$ cat config.mk
export PLATFORM = sky130hd
export DESIGN_NAME = prism_sp_rx_irq_moderator
export DESIGN_NICKNAME = d
export VERILOG_FILES = /design/src/rtl/prism_sp_rx_irq_moderator_pkg.sv /design/src/rtl/prism_sp_rx_irq_queue_ctl.sv /design/src/rtl/prism_sp_rx_irq_moderator.sv
export SDC_FILE = /design/constraint.sdc
export NUM_CORES = 1
export LEC_CHECK = 0
export ABC_AREA = 1
export CELL_PAD_IN_SITES_DETAIL_PLACEMENT = 2
export CELL_PAD_IN_SITES_GLOBAL_PLACEMENT = 2
export CORE_MARGIN = 2
export CORE_UTILIZATION = 26
export CTS_CLUSTER_DIAMETER = 50
export DETAILED_ROUTE_END_ITERATION = 8
export HOLD_SLACK_MARGIN = 0.05
export PLACE_DENSITY = 0.77
export SETUP_SLACK_MARGIN = 0.1
export SLEW_MARGIN = 20
export SYNTH_ARGS = -nofsm -noshare
export SYNTH_HDL_FRONTEND = slang
export SYNTH_SLANG_ARGS = --single-unit
$ cat constraint.sdc
create_clock -name clock -period 4.39 [get_ports clock]
set_clock_uncertainty 0.15 [all_clocks]
set_input_delay 0.878 -clock clock [delete_from_list [all_inputs] [get_ports clock]]
set_output_delay 0.878 -clock clock [all_outputs]
set_load 0.03 [all_outputs]
$ cat src/rtl/prism_sp_rx_irq_moderator_pkg.sv
// Shared configuration for the SP unit RX interrupt moderator.
// Holds the per-queue moderation state encoding and the default
// threshold/timeout values used when integrating the moderator.
package sp_unit_config;

  typedef enum logic [1:0] {
    IRQ_MOD_IDLE,
    IRQ_MOD_ACCUM,
    IRQ_MOD_ASSERTED
  } irq_mod_state_t;

  localparam int unsigned IRQ_MOD_DEF_PKT_THRESHOLD = 16;
  localparam int unsigned IRQ_MOD_DEF_TIMEOUT       = 1024;

endpackage

$ cat src/rtl/prism_sp_rx_irq_queue_ctl.sv
// Per-queue RX interrupt coalescing controller.
// Counts rxdone pulses and cycles since the first unreported packet and
// raises o_irq_status once the packet threshold or the timeout is reached.
// Ports:
//   i_clock, i_resetn      clock, async active-low reset
//   i_rxdone               one-cycle pulse per completed RX descriptor
//   i_cfg_enable           moderation enable; low forces IDLE and clears all
//   i_cfg_pkt_threshold    packet count that asserts (0 behaves as 1)
//   i_cfg_timeout          cycles from first packet to assertion (0 = off)
//   i_irq_ack              write-1-to-clear pulse, honoured only in ASSERTED
//   o_irq_status           registered asserted flag
//   o_pending_count        current packet counter
module prism_sp_rx_irq_queue_ctl
  import sp_unit_config::*;
#(
  parameter int unsigned COUNT_WIDTH = 8,
  parameter int unsigned TIMER_WIDTH = 16
) (
  input  logic                   i_clock,
  input  logic                   i_resetn,
  input  logic                   i_rxdone,
  input  logic                   i_cfg_enable,
  input  logic [COUNT_WIDTH-1:0] i_cfg_pkt_threshold,
  input  logic [TIMER_WIDTH-1:0] i_cfg_timeout,
  input  logic                   i_irq_ack,
  output logic                   o_irq_status,
  output logic [COUNT_WIDTH-1:0] o_pending_count
);

  irq_mod_state_t         r_state, w_state_nx;
  logic [COUNT_WIDTH-1:0] r_count, w_count_nx;
  logic [TIMER_WIDTH-1:0] r_timer, w_timer_nx;
  logic                   r_status, w_status_nx;

  logic [COUNT_WIDTH-1:0] w_thr_eff;
  logic [COUNT_WIDTH-1:0] w_cnt_upd;
  logic [TIMER_WIDTH-1:0] w_tmr_inc;
  logic                   w_timeout_hit;

  always_comb begin
    w_thr_eff = i_cfg_pkt_threshold;
    if (i_cfg_pkt_threshold == '0) w_thr_eff = COUNT_WIDTH'(1);

    // Saturating increments: neither counter ever wraps.
    w_cnt_upd = r_count;
    if (i_rxdone && (r_count != '1)) w_cnt_upd = r_count + COUNT_WIDTH'(1);
    w_tmr_inc = r_timer;
    if (r_timer != '1) w_tmr_inc = r_timer + TIMER_WIDTH'(1);

    w_timeout_hit = (i_cfg_timeout != '0) && (w_tmr_inc == i_cfg_timeout);
  end

  always_comb begin
    w_state_nx  = r_state;
    w_count_nx  = r_count;
    w_timer_nx  = r_timer;
    w_status_nx = r_status;

    unique case (r_state)
      IRQ_MOD_IDLE: begin
        w_count_nx  = '0;
        w_timer_nx  = '0;
        w_status_nx = 1'b0;
        if (i_rxdone) begin
          if (w_thr_eff <= COUNT_WIDTH'(1)) begin
            w_state_nx  = IRQ_MOD_ASSERTED;
            w_status_nx = 1'b1;
          end else begin
            w_state_nx = IRQ_MOD_ACCUM;
            w_count_nx = COUNT_WIDTH'(1);
          end
        end
      end
      IRQ_MOD_ACCUM: begin
        // Packets arriving on the asserting edge belong to the reported batch.
        if ((w_cnt_upd >= w_thr_eff) || w_timeout_hit) begin
          w_state_nx  = IRQ_MOD_ASSERTED;
          w_status_nx = 1'b1;
          w_count_nx  = '0;
          w_timer_nx  = '0;
        end else begin
          w_count_nx = w_cnt_upd;
          w_timer_nx = w_tmr_inc;
        end
      end
      IRQ_MOD_ASSERTED: begin
        w_timer_nx = '0;
        w_count_nx = w_cnt_upd;
        if (i_irq_ack) begin
          w_status_nx = 1'b0;
          w_state_nx  = (w_cnt_upd != '0) ? IRQ_MOD_ACCUM : IRQ_MOD_IDLE;
        end
      end
      default: begin
        w_state_nx  = IRQ_MOD_IDLE;
        w_count_nx  = '0;
        w_timer_nx  = '0;
        w_status_nx = 1'b0;
      end
    endcase

    if (!i_cfg_enable) begin
      w_state_nx  = IRQ_MOD_IDLE;
      w_count_nx  = '0;
      w_timer_nx  = '0;
      w_status_nx = 1'b0;
    end
  end

  always_ff @(posedge i_clock or negedge i_resetn) begin
    if (!i_resetn) begin
      r_state  <= IRQ_MOD_IDLE;
      r_count  <= '0;
      r_timer  <= '0;
      r_status <= 1'b0;
    end else begin
      r_state  <= w_state_nx;
      r_count  <= w_count_nx;
      r_timer  <= w_timer_nx;
      r_status <= w_status_nx;
    end
  end

  assign o_irq_status    = r_status;
  assign o_pending_count = r_count;

endmodule

$ cat src/rtl/prism_sp_rx_irq_moderator.sv
// RX interrupt moderation controller for the duo RX top.
// One coalescing controller per RX queue; irq is the OR of their status bits
// and drives gem_irq_rx.
// Ports:
//   clock, resetn       clock, async active-low reset
//   rxdone              per-queue completion pulses
//   cfg_enable          per-queue moderation enable
//   cfg_pkt_threshold   shared packet-count threshold
//   cfg_timeout         shared timeout in cycles (0 = off)
//   irq_ack             per-queue write-1-to-clear
//   irq_status          per-queue asserted flags
//   pending_count       per-queue counters, queue q at [q*COUNT_WIDTH +: COUNT_WIDTH]
//   irq                 OR of irq_status
module prism_sp_rx_irq_moderator
  import sp_unit_config::*;
#(
  parameter int unsigned NUM_QUEUES  = 2,
  parameter int unsigned COUNT_WIDTH = 8,
  parameter int unsigned TIMER_WIDTH = 16
) (
  input  logic                              clock,
  input  logic                              resetn,
  input  logic [NUM_QUEUES-1:0]             rxdone,
  input  logic [NUM_QUEUES-1:0]             cfg_enable,
  input  logic [COUNT_WIDTH-1:0]            cfg_pkt_threshold,
  input  logic [TIMER_WIDTH-1:0]            cfg_timeout,
  input  logic [NUM_QUEUES-1:0]             irq_ack,
  output logic [NUM_QUEUES-1:0]             irq_status,
  output logic [NUM_QUEUES*COUNT_WIDTH-1:0] pending_count,
  output logic                              irq
);

  logic [NUM_QUEUES-1:0] w_status;

  for (genvar q = 0; q < NUM_QUEUES; q++) begin : g_queue
    prism_sp_rx_irq_queue_ctl #(
      .COUNT_WIDTH (COUNT_WIDTH),
      .TIMER_WIDTH (TIMER_WIDTH)
    ) u_ctl (
      .i_clock             (clock),
      .i_resetn            (resetn),
      .i_rxdone            (rxdone[q]),
      .i_cfg_enable        (cfg_enable[q]),
      .i_cfg_pkt_threshold (cfg_pkt_threshold),
      .i_cfg_timeout       (cfg_timeout),
      .i_irq_ack           (irq_ack[q]),
      .o_irq_status        (w_status[q]),
      .o_pending_count     (pending_count[q*COUNT_WIDTH +: COUNT_WIDTH])
    );
  end

  assign irq_status = w_status;
  assign irq        = |w_status;

endmodule
==> results of run 1 <==
==> routing by layer <==
metal | GRT usage [%] | vias up | part of all wire (%)
li1 | - | 2369 | -
met1 | 23.6 | 2367 | 46
met2 | 33.3 | 58 | 50
met3 | 2.33 | 10 | 2.6
met4 | 3.88 | 0 | 0.98
met5 | 0 | - | 0
==> synth_stat cells (5+ instances only) <==
| master | instances |
|---|---|
| nor2_2 | 5 |
| nand2_1 | 236 |
| xor2_1 | 11 |
| dfrtp_1 | 54 |
| o21ai_0 | 12 |
| nand3_1 | 63 |
| xnor2_1 | 7 |
| nor3_1 | 6 |
| buf_6 | 7 |
| ha_1 | 20 |
| nand2_2 | 6 |
| nor2_1 | 76 |
| a21oi_1 | 42 |
| nand4_1 | 22 |
| inv_1 | 123 |
==> power groups by stage <==
stage          clock network [W]  registers, W  logic, W
5_1_grt                 0.000469      0.000610  0.000609
3_5_place_dp                   0      0.000607  0.000541
6_report                0.000437      0.000600  0.000533
3_3_place_gp                   0      0.000609  0.000516
2_1_floorplan                  0      0.000619  0.000333
4_1_cts                 0.000449      0.000601  0.000544
==> sequential cells by signal, summed over array words and instances (netlist names) <==
register,count
g_queue.u_ctl.r_state,4
g_queue.u_ctl.o_irq_status,2
g_queue.u_ctl.r_timer,32
g_queue.u_ctl.o_pending_count,16
==> worst paths after layout <==
kind	from	end	cells after the start
worst min-delay path	resetn	g_queue[1].u_ctl.r_timer[9]$_DFF_PN0_	1
min in group clock	g_queue[0].u_ctl.o_irq_status$_DFFE_PN0P_	g_queue[0].u_ctl.o_irq_status$_DFFE_PN0P_	2
worst max register to register	g_queue[0].u_ctl.o_pending_count[0]$_DFF_PN0_	g_queue[0].u_ctl.o_pending_count[6]$_DFF_PN0_	20
worst min register to register	g_queue[0].u_ctl.o_irq_status$_DFFE_PN0P_	g_queue[0].u_ctl.o_irq_status$_DFFE_PN0P_	2
max in group asynchronous	resetn	g_queue[1].u_ctl.r_timer[10]$_DFF_PN0_	2
worst max-delay path	g_queue[0].u_ctl.o_pending_count[0]$_DFF_PN0_	g_queue[0].u_ctl.o_pending_count[6]$_DFF_PN0_	20
==> stage by stage <==
| stage | cells | power [W] | setup WS (ns) |
|---|---|---|---|
| 6_report | 1002 | 0.00157 | 0.627 |
| 5_1_grt | 1002 | 0.00169 | 0.103 |
| 4_1_cts | 1002 | 0.00159 | 0.490 |
| 3_5_place_dp | 994 | 0.00115 | 0.273 |
| 3_3_place_gp | 994 | 0.00112 | 0.508 |
| 2_1_floorplan | 726 | 0.000951 | 1.18 |
==> logic make-up (layout without fill, tap and decap cells) <==
family | after synthesis | after routing | share of synthesized area (%)
AND/OR/NAND/NOR | 428 | 428 | 40.4
buffers and inverters | 137 | 188 | 12.6
AO/OA/AOI/OAI | 68 | 68 | 8.21
flip-flops | 54 | 54 | 29.5
adder cells (fa/ha/maj) | 20 | 20 | 5.47
XOR/XNOR | 19 | 19 | 3.80
==> area by class of cell <==
type                       count  area [µm²]  area share (%)
clock buffer                   6         139            2.56
clock inverter                 2        16.3           0.299
inverter                     125         469            8.63
multi-input combinational    535        2650            48.7
sequential                    54        1350            24.9
tap                          225         282            5.18
timing repair buffer          55         533            9.81
==> layout by cell type, fill, tap and decap left out, drive strengths merged, types with 5 or more instances in the layout <==
cell type	count
nand2	242
inv	126
nor2	82
nand3	66
dfrtp	54
clkdlybuf4s50	49
a21oi	42
nand4	22
ha	20
o21ai	13
xor2	12
xnor2	7
nor3	7
clkbuf	6
buf	6
or2	5
==> flow_summary_export.csv, run 1 <==
group,metric,value,unit
run_status,outcome,"finished, final reports clean",
die,initial_core_util,26.5,%
clock_network,cts_tree,"built",
detailed_routing,routedWlPerCell,16.1,µm
sta,tightest_slew,0.628,ns
detailed_routing,ant_nets,0,
power,clkPwrFrac,27.8,%
power,worst_ir_drop_vdd,0.000195,V
detailed_routing,drtPass1Iterations,4,
layout,utilization,31.5,%
setup_path,path_class,"flip-flop to flip-flop",
die,core_area,17200,µm²
logic_synthesis,netlist_instances,726,
logic_synthesis,ys_top_cells_by_area,"dfrtp_1 30%, nand2_1 19%, inv_1 10%, nand3_1 6.9%, nor2_1 6.2%",
setup_path,r2r_setup_slack,0.63,ns
die,die_x,137,µm
place,port_buffers,50,
detailed_routing,route.detailed.drc,0,
die,fp.dieArea,18700,µm²
detailed_routing,drt-total-wl,16200,µm
place,gp_congestion,0.838,
power,p_comb_share,34.0,%
clock_network,clock_path_buffers,2,
power,power_density,289,nW/µm²
layout,n_antenna_cell,0,
logic_synthesis,synth-seq-area-share,29.5,%
layout,layout-drive-gt1-share,4.76,%
clock_network,numCtsBuffers,5,
global_route,grt_pass1_vias,5424,
logic_synthesis,synth_ff_type,"dfrtp_1",
logic_synthesis,synth_top_cell_by_area,"dfrtp_1",
logic_synthesis,synth_edf_count,0,
clock_network,clk-insertion-delay-late,0.31,ns
sta,timing.fmax,0.266,GHz
power,power.leakage,2.81,nW
detailed_routing,via_count,4804,
job,cap_violations,0,
setup_path,crit_buf_inv,1,
setup_path,critPathMaxFanout,25,
global_route,grtUsageTotal,18.5,%
global_route,antenna_found_initial,2,
setup_path,critPathSlowestCell,"dfrtp_1",
logic_synthesis,ys_seq_elements,54,
global_route,grt_pass1_wl,27200,µm
place,placed_cell_area,5280,µm²
clock_network,cts_resized,0,
global_route,grt_overflow,0,
detailed_routing,via_per_inst,4.79,
sta,fin_crit,3.76,ns
sta,fin_crit_sh,85.7,%
clock_network,hold_buffers,0,
setup_path,worstPathRequired,4.45,ns
logic_synthesis,avgSynthCellArea,6.30,µm²
layout,fin_nets,828,
power,switching_share,38.2,%
global_route,grt_max_degree,33,
setup_path,start_kind,"flip-flop",
logic_synthesis,synth_warnings,0,
sta,holdWs,0.429,ns
setup_path,path_delay_family,"simple AND/OR/NAND/NOR gates",
detailed_routing,drt_iter0_drc,148,
logic_synthesis,synth_cell_types,34,
layout,nFillCells,2098,
die,die_h,137,µm
clock_network,htreeDepth,2,
worst_hold_path,worstHoldPathType,"primary input to asynchronous set/reset pin",
logic_synthesis,synth_fp_nets,778,
clock_network,cts.sinks,54,
power,seqPwrFrac,38.2,%
setup_path,critPathMaxStageDelay,0.43,ns
clock_network,post-cts-setup-buffers,0,
sta,slew_headroom,58.1,%
logic_synthesis,syn_area,4570,µm²
setup_path,worstSetupEndpointType,"flip-flop",
setup_path,critical_path.cell_chain,"ha_1, nand2_1, nor3_1, nand2_1, nand2_1, xor2_1, ha_1, inv_1, a21boi_0, o21ai_0, nand2_1, nand2_1, nand2_1, nand2_1, nand2_1, nand2_1, nand2_1, a21oi_1, nand3_4, a21boi_0",
logic_synthesis,synth_top_area_share,29.5,%
die,rows,48,
layout,design_area,5440,µm²
power,p_switching,0.000600,W
sta,setup-tns-final,0,ns
place,dp_hpwl,13200,µm
sta,rsz0062_at_grt,"false",
sta,setup_viol,0,
layout,synthToLayoutAreaGrowth,18.9,%
power,p_int,0.000970,W
sta,hold_violations,0,
clock_network,clk_pin_slew,0.08,ns
clock_network,cts-root-buf,"clkbuf_16",
logic_synthesis,synthArstFlopShare,100,%
sta,slew_viol_final,0,
setup_path,crit_top_cell,"nand2_1",
setup_path,crit_arrival,3.83,ns
die,io_pins,51,
Note: power is estimated with default switching activity, not from simulation.
==> inputs of run 2 (changes only) <==
RECOVER_POWER = 100   (was not set)
==> run 2 against run 1 <==
Compared with the run above:
- the flow now finishes with violations (max-capacitance violations, max-slew violations)
- non-clock buffer count did not move
- critical endpoint unchanged
- register-to-register slack barely moved
- global-route usage did not move
==> flow_summary_export.csv, run 2 (synthesis gave the netlist of run 1 again) <==
group,metric,value,unit
run_status,outcome,"finished with violations",
run_status,violations,"max-capacitance violations, max-slew violations",
die,rows,48,
layout,largest_register,"g_queue.u_ctl.r_timer",
layout,synthToLayoutAreaGrowth,18.7,%
clock_network,cts-root-buf,"clkbuf_16",
clock_network,cts_tree,"built",
power,power_density,287,nW/µm²
detailed_routing,drtPass1Iterations,4,
global_route,grt_pass1_vias,5424,
place,placed_cell_area,5280,µm²
sta,fin_crit,3.89,ns
setup_path,critPathMaxStageDelay,0.56,ns
setup_path,worstSetupEndpointType,"flip-flop",
sta,timing.fmax,0.257,GHz
power,p_switching,0.000598,W
layout,n_antenna_cell,0,
power,fin_total_pwr,0.00156,W
layout,final_cell_mix,"236 x nand2_1, 123 x inv_1, 76 x nor2_1, 63 x nand3_1, 54 x dfrtp_1",
clock_network,clk-insertion-delay-late,0.31,ns
setup_path,path_class,"primary input to flip-flop",
worst_hold_path,worstHoldPathType,"flip-flop to flip-flop",
sta,fin_crit_sh,88.6,%
setup_path,critical_path.cell_chain,"dlygate4sd3_1, nor4_1, nand4_1, inv_1, or2_2, ha_1, inv_1, a21boi_0, o21ai_0, nand2_1, nand2_1, nand2_1, nand2_1, nand2_1, nand2_1, nand2_1, a21oi_1, nand3_4, a21boi_0",
die,die_h,137,µm
power,power.leakage,2.86,nW
layout,largest_reg_flops,32,
place,port_buffers,50,
layout,layout-drive-gt1-share,4.50,%
setup_path,start_kind,"primary input",
clock_network,cts.sinks,54,
clock_network,hold_buffers,0,
setup_path,critPathSlowestCell,"dlygate4sd3_1",
power,worst_ir_drop_vdd,0.000182,V
job,cap_violations,2,
global_route,grt_max_degree,33,
clock_network,clk_pin_slew,0.08,ns
sta,holdWs,0.427,ns
place,gp_congestion,0.838,
clock_network,clock_path_buffers,2,
sta,hold_violations,0,
setup_path,r2r_setup_slack,0.63,ns
detailed_routing,via_count,4809,
layout,fin_nets,828,
detailed_routing,ant_nets,0,
die,initial_core_util,26.5,%
layout,utilization,31.5,%
power,clkPwrFrac,28.0,%
sta,tightest_slew,1.88,ns
detailed_routing,wl_met1,7380,µm
sta,slew_headroom,-25.5,%
power,switching_share,38.4,%
global_route,grt_overflow,0,
setup_path,worstPathRequired,4.45,ns
place,dp_hpwl,13200,µm
clock_network,htreeDepth,2,
die,io_pins,51,
clock_network,post-cts-setup-buffers,0,
power,p_comb_share,33.5,%
setup_path,crit_buf_inv,3,
power,seqPwrFrac,38.5,%
sta,setup-tns-final,0,ns
detailed_routing,drt_iter0_drc,151,
detailed_routing,route.detailed.drc,0,
layout,design_area,5430,µm²
sta,setup_viol,0,
detailed_routing,routedWlPerCell,16.1,µm
global_route,antenna_found_initial,2,
detailed_routing,wl_met2,8160,µm
layout,layout_commonest_cell,"nand2_1",
detailed_routing,drt-total-wl,16200,µm
detailed_routing,met3_length,456,µm
global_route,grt_pass1_wl,27200,µm
power,p_int,0.000959,W
setup_path,path_delay_family,"simple AND/OR/NAND/NOR gates",
sta,slew_viol_final,33,
setup_path,critPathMaxFanout,25,
detailed_routing,top_layer,"met4",
global_route,grtUsageTotal,18.5,%
setup_path,crit_top_cell,"nand2_1",
clock_network,cts_resized,0,
clock_network,numCtsBuffers,5,
die,core_area,17200,µm²
die,die_x,137,µm
detailed_routing,via_per_inst,4.80,
setup_path,crit_arrival,3.95,ns
sta,rsz0062_at_grt,"false",
die,fp.dieArea,18700,µm²
==> run 2: changes by cell type in the layout (fill, tap and decap cells not counted), sizes merged <==
cell	change
buf	-2
clkdlybuf4s50	-20
dlygate4sd3	+20
clkbuf	+2
==> run 2: through the flow <==
| stage | setup WS [ns] | std cells |
|---|---|---|
| 6_report | 0.501 | 1002 |
| 5_1_grt | 0.108 | 1002 |
| 4_1_cts | 0.490 | 1002 |
| 3_5_place_dp | 0.273 | 994 |
| 3_3_place_gp | 0.508 | 994 |
| 2_1_floorplan | 1.18 | 726 |
==> run 2: final timing paths <==
kind | start | endpoint | cells past startpoint
setup reg to reg | g_queue[0].u_ctl.o_pending_count[0]$_DFF_PN0_ | g_queue[0].u_ctl.o_pending_count[6]$_DFF_PN0_ | 20
hold / removal | g_queue[0].u_ctl.o_irq_status$_DFFE_PN0P_ | g_queue[0].u_ctl.o_irq_status$_DFFE_PN0P_ | 2
max in group asynchronous | resetn | g_queue[1].u_ctl.r_timer[10]$_DFF_PN0_ | 2
setup / recovery | cfg_pkt_threshold[1] | g_queue[0].u_ctl.o_pending_count[6]$_DFF_PN0_ | 19
min in group asynchronous | resetn | g_queue[1].u_ctl.r_timer[9]$_DFF_PN0_ | 1
hold reg to reg | g_queue[0].u_ctl.o_irq_status$_DFFE_PN0P_ | g_queue[0].u_ctl.o_irq_status$_DFFE_PN0P_ | 2
==> run 2: area by class of cell <==
class                      instances  area, µm²
sequential                        54       1350
multi-input combinational        535       2650
inverter                         125        469
tap                              225        282
fill                            2098      11800
clock buffer                       6        139
timing repair buffer              55        528
clock inverter                     2       16.3
==> run 2: metal layers <==
metal	vias to the layer above	track usage [%]
li1	2369	-
met1	2365	23.6
met2	65	33.3
met3	10	2.33
met4	0	3.88
met5	-	0
==> run 2: worst min-delay path: cells and delay by family (launching register included) <==
family / cells / cell delay [ns]
simple gates: 2 / 0.13
flops: 1 / 0.42
==> run 2: power by group through the flow <==
stage / registers [W] / logic [W] / clock network, W
after floorplan: 0.000619 / 0.000333 / 0
after global placement: 0.000609 / 0.000516 / 0
after detailed placement: 0.000607 / 0.000541 / 0
after CTS: 0.000601 / 0.000544 / 0.000449
after global routing: 0.000609 / 0.000598 / 0.000469
final: 0.000599 / 0.000522 / 0.000436
==> inputs of run 3 (changes only) <==
CELL_PAD_IN_SITES_DETAIL_PLACEMENT = not set   (was 2)
CELL_PAD_IN_SITES_GLOBAL_PLACEMENT = not set   (was 2)
CORE_ASPECT_RATIO = 0.8   (was not set)
PLACE_DENSITY = 0.5   (was 0.77)
==> run 3 against run 2 <==
Compared with the run above:
- the flow still finishes with violations (max-capacitance violations, max-slew violations)
- global-route usage is 4.1 points lower
- critical path depth grew 1
- routed wire length down 19%
- count of clock-buffer cells in the layout did not move
- sequential share of layout area about the same
- fmax increased by 3.4%
==> flow_summary_export.csv, run 3 (synthesis gave the netlist of run 1 again) <==
group,metric,value,unit
layout,synthToLayoutAreaGrowth,18.8,%
layout,nFillCells,1920,
global_route,antenna_found_initial,0,
sta,holdWs,0.342,ns
clock_network,clk_pin_slew,0.07,ns
die,fp.dieArea,18700,µm²
place,placed_cell_area,5270,µm²
worst_hold_path,hold_path_depth,2,
clock_network,cts.sinks,54,
global_route,grtUsageTotal,14.5,%
sta,rsz0062_at_grt,"false",
global_route,grt_overflow,0,
layout,layout_commonest_cell,"nand2_1",
layout,stdcell_count,1001,
setup_path,start_kind,"primary input",
die,core_area,17300,µm²
clock_network,clock_path_buffers,2,
sta,timing.fmax,0.266,GHz
run_status,violations,"max-capacitance violations, max-slew violations",
worst_hold_path,worstHoldPathType,"flip-flop to flip-flop",
power,p_comb_share,32.1,%
power,switching_share,36.2,%
detailed_routing,ant_nets,0,
clock_network,cts-root-buf,"clkbuf_16",
power,seqPwrFrac,37.9,%
clock_network,post-cts-setup-buffers,0,
setup_path,worstPathRequired,4.43,ns
power,p_switching,0.000564,W
sta,fin_crit_sh,85.7,%
place,dp.cells,993,
place,dp_hpwl,10300,µm
sta,slew_viol_final,36,
die,die_h,123,µm
clock_network,htreeDepth,2,
detailed_routing,via_per_inst,4.55,
job,cap_violations,1,
place,dp_slack,0.449,ns
layout,final-seq-area,1350,µm²
detailed_routing,via_count,4555,
power,power.leakage,2.86,nW
layout,fin_nets,827,
die,initial_core_util,26.5,%
detailed_routing,route.detailed.drc,0,
layout,multi_input_area,2650,µm²
layout,design_area,5430,µm²
detailed_routing,routedWlPerCell,13.1,µm
die,rows,43,
detailed_routing,drt-total-wl,13100,µm
global_route,grt_pass1_vias,4151,
detailed_routing,drtPass1Iterations,6,
global_route,grt_max_degree,36,
setup_path,r2r_cells,20,
clock_network,numCtsBuffers,5,
setup_path,crit_arrival,3.80,ns
sta,setup_viol,0,
sta,slew_headroom,-38.1,%
detailed_routing,drt_iter0_drc,197,
clock_network,hold_buffers,0,
setup_path,critPathMaxFanout,26,
sta,tightest_slew,2.07,ns
sta,fin_crit,3.76,ns
layout,n_antenna_cell,0,
setup_path,path_class,"primary input to flip-flop",
sta,setup-tns-final,0,ns
die,die_x,152,µm
layout,largest_register,"g_queue.u_ctl.r_timer",
layout,layout-drive-gt1-share,4.25,%
place,gp_congestion,0.796,
power,p_int,0.000996,W
layout,largest_reg_flops,32,
clock_network,clk-insertion-delay-late,0.30,ns
power,worst_ir_drop_vdd,0.000113,V
global_route,grt_pass1_wl,21600,µm
setup_path,worstSetupEndpointType,"flip-flop",
die,io_pins,51,
layout,final_cell_mix,"236 x nand2_1, 123 x inv_1, 76 x nor2_1, 63 x nand3_1, 54 x dfrtp_1",
clock_network,cts_resized,0,
run_status,outcome,"finished with violations",
sta,setup_slack,0.628,ns
power,clkPwrFrac,29.9,%
power,power_density,287,nW/µm²
sta,hold_violations,0,
place,port_buffers,50,
clock_network,cts_tree,"built",
==> run 3: cell count changes in the layout (fill, tap and decap cells not counted), sizes merged <==
cell    before  now
inv        126  125
bufinv       0    1
buf          4    3
==> run 3: worst paths after layout <==
kind	from	end	slack, ns
worst min-delay path	g_queue[1].u_ctl.o_irq_status$_DFFE_PN0P_	g_queue[1].u_ctl.o_irq_status$_DFFE_PN0P_	0.34
worst max-delay path	cfg_pkt_threshold[1]	g_queue[1].u_ctl.o_irq_status$_DFFE_PN0P_	0.63
max in group asynchronous	resetn	g_queue[0].u_ctl.o_pending_count[7]$_DFF_PN0_	1.11
worst min register to register	g_queue[1].u_ctl.o_irq_status$_DFFE_PN0P_	g_queue[1].u_ctl.o_irq_status$_DFFE_PN0P_	0.34
worst max register to register	g_queue[0].u_ctl.o_pending_count[0]$_DFF_PN0_	g_queue[0].u_ctl.r_timer[15]$_DFF_PN0_	0.82
min in group asynchronous	resetn	g_queue[1].u_ctl.r_timer[12]$_DFF_PN0_	1.02
==> run 3: layout make-up <==
| type | count | area share, % |
|---|---|---|
| repair buffers | 54 | 9.58 |
| clock inverters | 2 | 0.691 |
| clock buffers | 6 | 2.37 |
| flip-flops and latches | 54 | 24.9 |
| well taps | 225 | 5.18 |
| inverters | 125 | 8.63 |
| multi-input cells | 535 | 48.7 |
==> run 3: routing by layer <==
layer	part of all wire (%)	global-route usage (%)
met1	55	22.1
met2	41	21.2
met3	3.2	2.30
met4	1.4	3.15
met5	0	0
==> run 3: worst max-delay path, cell delays in order <==
cell	delay, ns
dlygate4sd3_1	0.55
nor4_1	0.29
nand4_1	0.16
inv_1	0.12
or2_2	0.13
ha_1	0.21
o21ai_0	0.15
nand2_1	0.06
nand2_1	0.05
nand2_1	0.04
nand2_1	0.05
nand2_1	0.05
nand2_1	0.05
nand2_1	0.04
nand2_1	0.05
nand2_1	0.05
a21oi_1	0.25
nand3_4	0.33
nand3_1	0.20
nand2_1	0.07
==> run 3: power groups by stage <==
stage	Sequential (W)	Clock, W	Combinational, W
final	0.000592	0.000467	0.000502
after global routing	0.000601	0.000500	0.000568
after CTS	0.000594	0.000482	0.000519
after detailed placement	0.000601	0	0.000518
after global placement	0.000606	0	0.000520
after floorplan	0.000619	0	0.000333
==> run 3: metrics by stage <==
stage,util [%],total power (W)
floorplan,-,0.000951
global placement,30.5,0.00113
detailed placement,30.5,0.00112
CTS,31.5,0.00160
global route,31.5,0.00167
finish,31.5,0.00156
